==> config.mk <==
export PLATFORM = sky130hd
export DESIGN_NAME = mem_arbiter
export DESIGN_NICKNAME = d
export VERILOG_FILES = /design/src/rtl/mem_arbiter.sv
export SDC_FILE = /design/constraint.sdc
export NUM_CORES = 1
export LEC_CHECK = 0
export ABC_CLOCK_PERIOD_IN_PS = 2200
export CORE_AREA = 2 2 121 135
export DETAILED_ROUTE_END_ITERATION = 10
export DIE_AREA = 0 0 123 137
export SETUP_SLACK_MARGIN = 0.2
export SLEW_MARGIN = 30
export SYNTH_ARGS = -nofsm -noshare
export SYNTH_HDL_FRONTEND = slang
export SYNTH_SLANG_ARGS = --single-unit
==> constraint.sdc <==
create_clock -name clk_sys -period 2.2 [get_ports clk_sys]
set_input_delay 0.44 -clock clk_sys [delete_from_list [all_inputs] [get_ports clk_sys]]
set_output_delay 0.44 -clock clk_sys [all_outputs]
set_load 0.005 [all_outputs]
==> src/rtl/mem_arbiter.sv <==
// Shares one SDRAM port between video, disk-copy and CPU: fixed priority with a CPU starvation guard.
// Request in IDLE at t gives mem_req at t+1 and ack one cycle after mem_ready (or after the WAIT timeout); losers simply wait.
module mem_arbiter #(
    parameter int AW      = 25,
    parameter int STARVE  = 4,
    parameter int TIMEOUT = 63
) (
    input  logic          clk_sys,
    input  logic          reset,

    input  logic          vid_req,
    input  logic [AW-1:0] vid_addr,
    output logic          vid_ack,
    output logic [15:0]   vid_data,

    input  logic          cp_req,
    input  logic          cp_we,
    input  logic [AW-1:0] cp_addr,
    input  logic [15:0]   cp_din,
    output logic          cp_ack,
    output logic [15:0]   cp_dout,

    input  logic          cpu_req,
    input  logic          cpu_we,
    input  logic [1:0]    cpu_wtbt,
    input  logic [AW-1:0] cpu_addr,
    input  logic [15:0]   cpu_din,
    output logic          cpu_ack,
    output logic [15:0]   cpu_dout,

    output logic          mem_req,
    output logic          mem_we,
    output logic [1:0]    mem_be,
    output logic [AW-1:0] mem_addr,
    output logic [15:0]   mem_din,
    input  logic [15:0]   mem_dout,
    input  logic          mem_ready,

    output logic          timeout_err
);
    localparam int            SW         = (STARVE > 0) ? $clog2(STARVE + 1) : 1;
    localparam logic [SW-1:0] STARVE_MAX = SW'(STARVE);
    localparam logic [7:0]    TMO_LAST   = 8'(TIMEOUT - 1);

    typedef enum logic [1:0] {S_IDLE, S_ISSUE, S_WAIT, S_DONE} state_t;
    typedef enum logic [1:0] {OWN_VID, OWN_CP, OWN_CPU} owner_t;

    state_t        state_q;
    owner_t        owner_q;
    owner_t        owner_d;
    logic [SW-1:0] starve_q;
    logic [7:0]    tmo_q;

    logic          any_req;
    logic          rsp_fire;
    logic          rsp_tmo;
    logic [15:0]   rsp_dat;

    always_comb begin
        any_req = vid_req | cp_req | cpu_req;
        if (cpu_req && starve_q == STARVE_MAX) begin
            owner_d = OWN_CPU;
        end else if (vid_req) begin
            owner_d = OWN_VID;
        end else if (cp_req) begin
            owner_d = OWN_CP;
        end else begin
            owner_d = OWN_CPU;
        end
        // mem_ready wins over a timeout expiring in the same cycle
        rsp_fire = (state_q == S_WAIT) && (mem_ready || tmo_q == TMO_LAST);
        rsp_tmo  = (state_q == S_WAIT) && !mem_ready && (tmo_q == TMO_LAST);
        rsp_dat  = mem_ready ? mem_dout : 16'hFFFF;
    end

    always_ff @(posedge clk_sys) begin
        if (reset) begin
            state_q     <= S_IDLE;
            owner_q     <= OWN_VID;
            starve_q    <= '0;
            tmo_q       <= '0;
            mem_req     <= 1'b0;
            mem_we      <= 1'b0;
            mem_be      <= '0;
            mem_addr    <= '0;
            mem_din     <= '0;
            vid_ack     <= 1'b0;
            cp_ack      <= 1'b0;
            cpu_ack     <= 1'b0;
            vid_data    <= '0;
            cp_dout     <= '0;
            cpu_dout    <= '0;
            timeout_err <= 1'b0;
        end else begin
            mem_req <= 1'b0;
            vid_ack <= 1'b0;
            cp_ack  <= 1'b0;
            cpu_ack <= 1'b0;
            if (!cpu_req) begin
                starve_q <= '0;
            end

            case (state_q)
                S_IDLE: begin
                    if (any_req) begin
                        owner_q <= owner_d;
                        mem_req <= 1'b1;
                        state_q <= S_ISSUE;
                        case (owner_d)
                            OWN_VID: begin
                                mem_addr <= vid_addr;
                                mem_we   <= 1'b0;
                                mem_be   <= 2'b11;
                                mem_din  <= '0;
                            end
                            OWN_CP: begin
                                mem_addr <= cp_addr;
                                mem_we   <= cp_we;
                                mem_be   <= 2'b11;
                                mem_din  <= cp_din;
                            end
                            default: begin
                                mem_addr <= cpu_addr;
                                mem_we   <= cpu_we;
                                mem_be   <= cpu_wtbt;
                                mem_din  <= cpu_din;
                            end
                        endcase
                        if (owner_d == OWN_CPU) begin
                            starve_q <= '0;
                        end else if (cpu_req && starve_q != STARVE_MAX) begin
                            starve_q <= starve_q + 1'b1;
                        end
                    end
                end
                S_ISSUE: begin
                    tmo_q   <= '0;
                    state_q <= S_WAIT;
                end
                S_WAIT: begin
                    if (rsp_fire) begin
                        state_q <= S_DONE;
                        if (rsp_tmo) begin
                            timeout_err <= 1'b1;
                        end
                        case (owner_q)
                            OWN_VID: begin
                                vid_ack  <= 1'b1;
                                vid_data <= rsp_dat;
                            end
                            OWN_CP: begin
                                cp_ack  <= 1'b1;
                                cp_dout <= rsp_dat;
                            end
                            default: begin
                                cpu_ack  <= 1'b1;
                                cpu_dout <= rsp_dat;
                            end
                        endcase
                    end else begin
                        tmo_q <= tmo_q + 1'b1;
                    end
                end
                // DONE: the ack is already out, one idle gap lets the requester drop req
                default: begin
                    state_q <= S_IDLE;
                end
            endcase
        end
    end
endmodule

== After elaboration in Yosys (flattened, before gate mapping) ==
Cells that the tools add are included.

* Equal/unequal tests: 11
* Reduce and logical (&&, ||, !) cells: 22
* Muxes and demuxes: 22
* Bitwise logic cells: 6
* Add/sub/neg operators: 2

{| class="wikitable"
|+ Operators by type and width
! operator !! number
|-
| 25-bit case mux with 2 select lines || 1
|-
| 16-bit case mux with 2 select lines || 1
|-
| 16-bit 2-to-1 mux || 1
|-
| 8-bit case mux with 2 select lines || 1
|-
| 3-bit 2-to-1 mux || 5
|-
| 2-bit 2-to-1 mux || 6
|-
| 3-bit AND reduction || 4
|-
| 8-bit by 1-bit adder with 8-bit output, second input constant || 1
|-
| 8-bit by 6-bit equality test with 1-bit output, second input constant || 1
|-
| 8-bit 2-to-1 mux || 1
|-
| 2-bit by 1-bit equality test with 1-bit output, second input constant || 3
|-
| 2-bit logical NOT || 3
|-
| 2-bit inequality test, second input constant || 3
|-
| 2-bit case mux with 3 select lines || 1
|-
| 2-bit AND reduction || 3
|-
| 2-bit OR reduction || 3
|-
| 1-bit logical AND || 5
|-
| 2-bit equality test, second input constant || 2
|-
| 1-bit 2-to-1 mux || 4
|-
| 1-bit NOT || 4
|-
| 3-bit by 1-bit adder with 3-bit output, second input constant || 1
|-
| 3-bit equality test, second input constant || 1
|-
| 3-bit inequality test, second input constant || 1
|-
| 3-bit OR reduction || 1
|-
| other kinds (5) || 6
|}

* Input port bits: 133
* Output and inout port bits: 97
* Flip-flop bits (word level): 112

== Depth between registers and ports, before layout ==
* Depth in word-level cells: 7
* Mapped depth: 9
* Gate-level depth less buffers: 6

== Worst setup path after synthesis ==
Ideal clock, no wire load.

* Kind: flip-flop to flip-flop
* From: register tmo_q[0]
* To: register tmo_q[6]
* Library setup time: 0.070 ns
* Stages on the path, launching flop included: 8
* Setup slack: 0.466 ns
* Arrival time: 1.664 ns
* Path through: dfxtp_1 -> inv_1 -> ha_1 -> nor3b_1 -> and3_1 -> buf_2 -> or4_1 -> a21boi_1

* Longest elaborated chain between the ends: 5

{| class="wikitable"
|+ RTL lines
! what !! line !! source
|-
| start: declaration || 52 || <nowiki>logic [7:0] tmo_q;</nowiki>
|-
| start signal: assignment || 161 || <nowiki>tmo_q <= tmo_q + 1'b1;</nowiki>
|-
| branches (longest 5 deep; another with 8-bit by 1-bit adder with 8-bit output) || -- ||
|}

Several ways; the timed one is not identified. The select of a mux whose other input is x is not followed.
A chain may end at the register's enable or synchronous reset.

== Worst setup path in the final report ==
* From: input vid_req
* To: register mem_din[3]

* Longest elaborated chain between the ends: 4

{| class="wikitable"
|+ RTL lines
! what !! line !! source
|-
| start: declaration || 11 || <nowiki>input logic vid_req,</nowiki>
|-
| 2-bit 2-to-1 mux || 63 || <nowiki>end else if (vid_req) begin</nowiki>
|-
| 2-bit 2-to-1 mux || 61 || <nowiki>if (cpu_req && starve_q == STARVE_MAX) begin</nowiki>
|-
| 2-bit by 1-bit equality test with 1-bit output / 2-bit logical NOT (equally long branches) || 109 || <nowiki>case (owner_d)</nowiki>
|-
| 16-bit case mux with 2 select lines || 109 ||
|-
| end signal: assignment || 120 || <nowiki>mem_din <= cp_din;</nowiki>
|-
| end signal: assignment || 126 || <nowiki>mem_din <= cpu_din;</nowiki>
|-
| end: declaration || 35 || <nowiki>output logic [15:0] mem_din,</nowiki>
|}

Parallel ways exist; a longest one is shown, timed or not.

==> flow_summary.toml <==
[run_status]
status = "completed"

[worst_hold_path]
hp-start = "vid_data[8]"
whs_path_depth = 2
holdCritPathClass = "reg -> reg"
holdPathEnd = "vid_data[8]"

[synth]
synth_compound_area_share_pct = 27.0
yosysTopAreaCell = "dfxtp_1"
async_flop_share_pct = 0
synth-simple-area-share_pct = 16.8
ys_types = 48
synth_warnings = 0
synthAdderAreaFrac_pct = 1.91
ys.flop_type = "dfxtp_1"
yosys-mux-area-fraction_pct = 0.218
synth_edf_count = 0
synth_cells = 518
ys_seq_area_share_pct = 48.9
synth.area.top_cells = "dfxtp_1, a221oi_1, a21oi_1"
synth_xor_area_share_pct = 0
ys_ff_latch = 112
synth_top_cell_area_share_pct = 48.9
synth_top_family_by_area = "compound AO/OA/AOI/OAI gates"
synth_area_mm2 = 0.00459
synth.avg_cell_area_um2 = 8.86
synth_fp_nets = 658

[cts]
post_cts_buffers = 0
cts_sinks = 112
cts_buffer_depth = 2
clkTransAtPathRegs_ns = 0.08
clock_latency_ns = 0.36
ctsHoldBuffers = 0
htreeDepth = 3
cts_root_buf = "clkbuf_16"
cts_tree = "yes"
cts_inserted_buffers = 9

[final_layout]
syn_to_final_growth_pct = 63.7
num-fill-cells = 1486
final_common_cell = "clkdlybuf4s50_1"
final_nets = 885
antenna_cells = 0
design_area_mm2 = 0.00751
finish.utilization_pct = 48.5
final_cell_mix = "clkdlybuf4s50_1, dfxtp_1, nor2_1"
drive_gt1_share_pct = 7.47

[place]
gp_congestion = 0.797
placed_area_mm2 = 0.00721
hpwl_um = 11900
place_ws_ns = -0.113
numPortBuffers = 229

[critical_path]
crit_arrival_ns = 2.24
critPathMaxFanout = 12
rr_startpoint = "state_q[0]"
startpoint = "vid_req"
slowest_delay_ns = 0.62
r2r_slack_ns = 0.30
rr_endpoint = "mem_din[3]"
critPathRequiredTime_ns = 2.50
crit_path_start_kind = "primary input"
critPathKind = "in -> reg"
worstSetupEndpointType = "flop"
crit_slowest_cell = "nor3_2"
cp_cell_sequence = "clkdlybuf4s50_1, or2_1, and2_1, nor3_2, a221o_1"
reg2reg_depth = 5

[sta]
rsz0062_at_grt = "true"
finalHoldViolations = 0
finalSetupViolCount = 0
finalCritPeriodShare_pct = 88.3
slew-limit-headroom_pct = 46.0
period_minus_slack_ns = 1.94
setup_ws_ns = 0.258
holdWs_ns = 0.455
fmaxAchievable_mhz = 515
finClkSkew_ns = 0.00722
tightest_slew_ns = 0.805
slew_viol_final = 0

[run]
maxCapViolations = 0

[routing]
wl_um = 16000
ant_nets = 0
viasPerCell = 5.01
wl_per_cell_um = 16.8
vias = 4764
drc = 0
dr.pass1.iters = 4
initialDrtViolationCount = 277

[floorplan]
die_w_um = 123
start_util_pct = 29.6
dieArea_mm2 = 0.0169
pin_count = 230
rows = 48
coreArea_mm2 = 0.0155
die-height_um = 137

[power_and_ir_drop]
powerDensity_mw_per_mm2 = 836
cellLeakagePower_nw = 2.82
ir_worst_vdd_v = 0.000432

[global_route]
grt_pass1_vias = 4878
antenna_found_initial = 0
grt_overflow = 0
grt_pass1_wl_um = 24500
grt_max_degree = 41
grtUsageTotal_pct = 18.8
==> power by group <==
group / switching [mW] / leakage, nW / total [mW] / internal, mW
Sequential: 0.183 / 0.913 / 2.53 / 2.35
Clock: 0.835 / 0.143 / 1.64 / 0.806
Combinational: 0.965 / 1.76 / 2.11 / 1.14
Total: 1.98 / 2.82 / 6.28 / 4.30
==> kinds of logic (layout without fill, tap and decap cells) <==
logic type	Yosys count	count (layout)
AOI/OAI and AO/OA	179	179
muxes	1	1
buffers and inverters	51	283
and+or+nand+nor	168	168
DFF	112	112
adders and majority gates	7	7
==> through the flow <==
step | setup TNS, ns | cells | total power, mW
floorplan | 0 | 518 | 3.45
global placement | -0.284 | 934 | 4.66
detailed placement | -1.18 | 934 | 4.69
CTS | 0 | 950 | 6.37
global route | 0 | 950 | 6.64
finish | 0 | 950 | 6.28
==> layout make-up <==
class                           count  area [um2]  area share [%]
Clock buffer                        9         225            3.00
Clock inverter                      7        72.6           0.966
Inverter                           11        41.3           0.549
Multi-Input combinational cell    355        2120            28.3
Sequential cell                   112        2240            29.9
Tap cell                          200         250            3.33
Timing Repair Buffer              256        2560            34.0
==> repair_timing <==
action,CTS,global route
pin swaps,0,0
gates resized for setup,1,2
endpoints found under the setup margin,1,61
endpoints found under the hold margin,0,0
==> worst max-delay path: cells and delay by family <==
family,cells,cell delay [ns]
AND/OR/NAND/NOR,3,1.08
buffers and inverters,1,0.46
AO/OA/AOI/OAI,1,0.27
==> registers in the layout, summed over array words and instances, names as in the netlist <==
| signal | cells |
|---|---|
| vid_ack | 1 |
| owner_q | 2 |
| state_q | 2 |
| vid_data | 16 |
| mem_req | 1 |
| mem_din | 16 |
| tmo_q | 8 |
| starve_q | 3 |
| mem_addr | 25 |
| timeout_err | 1 |
| mem_be | 2 |
| cpu_dout | 16 |
| cpu_ack | 1 |
| cp_ack | 1 |
| cp_dout | 16 |
| mem_we | 1 |
==> layer usage <==
layer	vias up	track usage (%)	part of all wire, %	wire length (um)
met5	-	0	0	0
met2	208	32.8	48	7690
met4	0	6.76	1.9	303
met1	2201	21.2	41	6470
met3	19	6.17	9.4	1500
li1	2336	-	-	-
==> worst max path at each step <==
stage / endpoint / slack (ns) / cells after the start
finish: mem_din[3] / 0.26 / 5
global route: cp_dout[14] / 0.09 / 6
CTS: mem_din[4] / 0.25 / 5
detailed placement: mem_din[4] / -0.11 / 5
global placement: mem_we / -0.03 / 5
floorplan: tmo_q[6] / 0.47 / 7
==> synth_stat cells (2+ instances only) <==
library cell and number:
clkbuf_1 26, a21o_1 3, o31ai_1 4, nand2_1 55
a22oi_1 2, inv_1 10, nor2_1 67, o2bb2ai_1 25
o21a_1 2, nor3_1 2, a21oi_1 52, nand2b_1 3
a221oi_1 31, buf_6 4, buf_2 6, nand3_1 8
or4_1 5, dfxtp_1 112, a211oi_1 2, a21boi_1 4
a221o_1 11, and2_1 2, o21ai_0 35, ha_1 7
buf_4 2, and3_1 13, nand3_2 4
Power figures use the tool's default switching activity.
